File: src/rtl/booth4_multiplier_32x32.sv
// Iterative 32x32 radix-4 Booth multiplier, signed or unsigned, full 64-bit product.
// Digits are consumed MSB-first into a carry-save accumulator, then resolved with one add.
module booth4_multiplier_32x32 #(
  parameter int N      = 32,
  parameter int ACC_W  = 70,
  parameter int DIGITS = 17
) (
  input  logic           clk,
  input  logic           rst,
  input  logic           start,
  input  logic           signed_mode,
  input  logic [N-1:0]   multiplicand_in,
  input  logic [N-1:0]   multiplier_in,
  output logic           busy,
  output logic           done,
  output logic [2*N-1:0] product_out
);

  // Extended multiplier (N+2 bits) plus the implicit zero below bit 0.
  localparam int         BW   = N + 3;
  localparam logic [4:0] LAST = 5'(DIGITS - 1);

  typedef enum logic [1:0] {IDLE, ITER, RESOLVE} state_t;

  state_t           state, state_nxt;
  logic [4:0]       cnt;
  logic [ACC_W-1:0] m_reg;
  logic [BW-1:0]    b_sr;
  logic [ACC_W-1:0] sum, carry;
  logic [ACC_W-1:0] a_ext;
  logic [BW-1:0]    b_ext;
  logic [2:0]       digit;
  logic [ACC_W-1:0] mult;
  logic             neg;
  logic [ACC_W-1:0] sum_sh, carry_sh, csa_sum, csa_carry;

  assign a_ext = {{(ACC_W-N){signed_mode & multiplicand_in[N-1]}}, multiplicand_in};
  assign b_ext = {{2{signed_mode & multiplier_in[N-1]}}, multiplier_in, 1'b0};

  always_ff @(posedge clk) begin
    if (rst) state <= IDLE;
    else     state <= state_nxt;
  end

  always_comb begin
    state_nxt = state;
    case (state)
      IDLE:    if (start) state_nxt = ITER;
      ITER:    if (cnt == LAST) state_nxt = RESOLVE;
      RESOLVE: state_nxt = IDLE;
      default: state_nxt = IDLE;
    endcase
  end

  // The top three bits of the shift register always hold the current digit's window.
  assign digit = b_sr[BW-1 -: 3];

  always_comb begin
    mult = '0;
    neg  = 1'b0;
    case (digit)
      3'b001, 3'b010: mult = m_reg;
      3'b011:         mult = m_reg << 1;
      3'b100: begin
        mult = ~(m_reg << 1);
        neg  = 1'b1;
      end
      3'b101, 3'b110: begin
        mult = ~m_reg;
        neg  = 1'b1;
      end
      default:        mult = '0;
    endcase
  end

  // The carry vector's bit 0 is always free, so the two's-complement +1 goes there.
  always_comb begin
    sum_sh    = sum << 2;
    carry_sh  = carry << 2;
    csa_sum   = sum_sh ^ carry_sh ^ mult;
    csa_carry = (((sum_sh & carry_sh) | (sum_sh & mult) | (carry_sh & mult)) << 1)
                | ACC_W'(neg);
  end

  always_ff @(posedge clk) begin
    if (rst) begin
      m_reg       <= '0;
      b_sr        <= '0;
      sum         <= '0;
      carry       <= '0;
      cnt         <= '0;
      busy        <= 1'b0;
      done        <= 1'b0;
      product_out <= '0;
    end else begin
      done <= 1'b0;
      case (state)
        IDLE: begin
          if (start) begin
            m_reg <= a_ext;
            b_sr  <= b_ext;
            sum   <= '0;
            carry <= '0;
            cnt   <= '0;
            busy  <= 1'b1;
          end
        end
        ITER: begin
          sum   <= csa_sum;
          carry <= csa_carry;
          b_sr  <= b_sr << 2;
          cnt   <= cnt + 5'd1;
        end
        RESOLVE: begin
          product_out <= (2*N)'(sum + carry);
          done        <= 1'b1;
          busy        <= 1'b0;
        end
        default: ;
      endcase
    end
  end

endmodule
File: config.mk
export PLATFORM = sky130hd
export DESIGN_NAME = booth4_multiplier_32x32
export DESIGN_NICKNAME = d
export VERILOG_FILES = /design/src/rtl/booth4_multiplier_32x32.sv
export SDC_FILE = /design/constraint.sdc
export NUM_CORES = 1
export LEC_CHECK = 0
export ABC_AREA = 1
export CORE_UTILIZATION = 60
export CTS_CLUSTER_SIZE = 20
export DETAILED_ROUTE_END_ITERATION = 7
export PLACE_DENSITY = 0.83
export SYNTH_ARGS = -nofsm -noshare
export SYNTH_HDL_FRONTEND = slang
export SYNTH_SLANG_ARGS = --single-unit
File: constraint.sdc
create_clock -name clk -period 3.7 [get_ports clk]
set_input_delay 0.74 -clock clk [delete_from_list [all_inputs] [get_ports clk]]
set_output_delay 0.74 -clock clk [all_outputs]
set_load 0.05 [all_outputs]
==> impl_metrics.toml <==
[placement]
gp_congestion = 1.03
io_buffer_count = 133
place_ws_ns = 0.988
hpwlAfterDp_um = 35800

[detailed_routing]
ant_nets = 0
route.detailed.drc = 0
drt-initial-drc-count = 1437
first_pass_iters = 6
routedWlPerCell_um = 17.0
routed_via_density = 5.66
routed_wl_um = 49100
via_count = 16362

[worst_setup_path]
crit_path_max_fanout = 33
worstRegToRegCells = 10
crit_type = "flop to flop"
worstSetupEndpointType = "flop"
timing.rr.end = "sum[47]"
slowest_delay_ns = 0.52
crit_chain = "inv_1 > nand2_1 > a21oi_1 > inv_2 > nand2_1 > o21ai_1 > inv_1 > buf_4 > fa_1 > a32o_1"
start_kind = "flop"
cp.required_ns = 4.15
crit_path_top_delay_cell = "fa_1"
path_delay_family = "buffers and inverters"
worstReg2RegStart = "b_sr[32]"
crit_buf_inv = 4
crit_arrival_ns = 3.13
r2r_slack_ns = 1.03

[floorplan]
die_w_um = 172
die_h_um = 172
io_pins = 134
initial_core_util = 0.616
rows = 61
dieArea_mm2 = 0.0294
core_area_mm2 = 0.0280

[timing]
skew_ns = 0.0190
rsz0062_at_grt = "no"
fmax_mhz = 374
fin_crit_sh = 0.723
tns_ns = 0
layout_setup_ws_ns = 1.03
whs_ns = 0.475
hold_viol = 0
max_slew_margin = 0.318
worst_pin_slew_ns = 1.02
finalCriticalPeriod_ns = 2.67
setup_viol = 0
slew_violations = 0

[synthesis]
synth_edf_count = 0
ys_top_cells_by_area = "dfxtp_1 (31%), nand2_1 (13%), inv_1 (8.9%)"
yosysTopAreaCell = "dfxtp_1"
synth_nets = 2606
yosysTopAreaCellShare = 0.309
ys.warnings.count = 0
synth_area_mm2 = 0.0173
ys.flop_type = "dfxtp_1"
ys_async_sr_fraction = 0
synth_cells = 2413
synth_seq_area_share = 0.309
ys_seq_elements = 266
ys_types = 42
syn_avg_cell_area_um2 = 7.15

[clock_tree]
clk_pin_slew_worst_paths_ns = 0.06
cts_tree = "yes"
clk_path_buf_depth = 3
cts_buffers = 27
cts_root_buf = "clkbuf_16"
clk_latency_ns = 0.58
hold_buffers = 0
clock-sinks = 266
post_cts_resized = 0
post_cts_buffers = 0
ctsHtreeMaxLevel = 1

[grt]
grt_first_pass_wirelength_um = 78500
grt_max_degree = 104
antenna_found_initial = 0
grt_overflow = 0
grt_pass1_vias = 15086
grtUsageTotal = 0.341

[power_and_ir_drop]
pwr_density_cell_mw_per_mm2 = 347
power_mw = 6.87
p_leak_nw = 9.11
irDropWorstVdd_uv = 335

[layout]
post-route-util = 0.706
layout_common_cells = "nand2_1 (595), inv_1 (411), nor2_1 (305)"
final_nets = 2685
layout_commonest_cell = "nand2_1"
diodes = 0
largestRegisters = "product_out (64), sum (64), carry (62)"
area_growth_syn_to_layout_pct = 14.6
drive_above_1_share = 0.0816

[hold_path]
holdPathStages = 2
hold_path.class = "flop to flop"
hold_start = "b_sr[2]"
whs_endpoint = "b_sr[2]"

[status]
status = "finished, final reports clean"

[flow_run]
maxCapViolations = 0
-- worst max-delay path by stage --
stage                     startpoint      end  slack (ns)  depth (start not counted)
after detailed placement       start  sum[21]        0.99                          7
after floorplan             b_sr[32]  sum[33]        1.09                          8
final                       b_sr[32]  sum[47]        1.03                         10
after global routing        b_sr[32]  sum[47]        0.88                         10
after CTS                   b_sr[32]  sum[47]        1.05                         10
after global placement         start  sum[11]        1.07                          7
-- tightest hold or removal path: stages (launching register included) --
cell and delay [ns]:
dfxtp_1 0.31, nand2_1 0.06, a21oi_1 0.05
-- metrics by stage --
stage,cell area (um2),cells
detailed placement,18800,2841
floorplan,17300,2413
global placement,18800,2841
CTS,19800,2890
global route,19800,2890
finish,19800,2890
-- kinds of logic after synthesis --
group                    synth area share
buffers and inverters               0.120
AO/OA/AOI/OAI                       0.178
adder cells (fa/ha/maj)             0.116
XOR/XNOR                           0.0162
AND/OR/NAND/NOR                     0.261
flip-flops                          0.309
-- power by group --
group	switching [mW]	total [mW]	internal [mW]	leakage, nW
registers	0.0946	3.06	2.96	2.16
clock network	1.23	3.08	1.85	0.480
logic	0.454	0.728	0.273	6.47
-- final cells by class --
cell class	count	area, um2
multi-input combinational	1615	9880
fill	2336	8230
sequential	266	5330
inverter	432	1630
timing repair buffer	150	1480
clock buffer	37	753
tap	378	473
clock inverter	12	239
-- metal layers --
| layer | track usage | up-vias | share of wire |
|---|---|---|---|
| li1 | - | 7942 | - |
| met3 | 0.0456 | 107 | 0.074 |
| met5 | 0 | - | 0 |
| met4 | 0.120 | 0 | 0.036 |
| met2 | 0.534 | 688 | 0.45 |
| met1 | 0.479 | 7625 | 0.44 |
-- cell usage after synthesis, drive strengths merged (18+ instances only) --
cell type,n
nand2,624
a21oi,74
ha,66
a221oi,29
o221ai,32
o32ai,52
o22ai,29
buf,38
nand3,88
inv,431
clkbuf,62
fa,59
nor2,331
dfxtp,266
a32o,66
o21ai,87
nor3,18
Power figures use the tool's default switching activity.
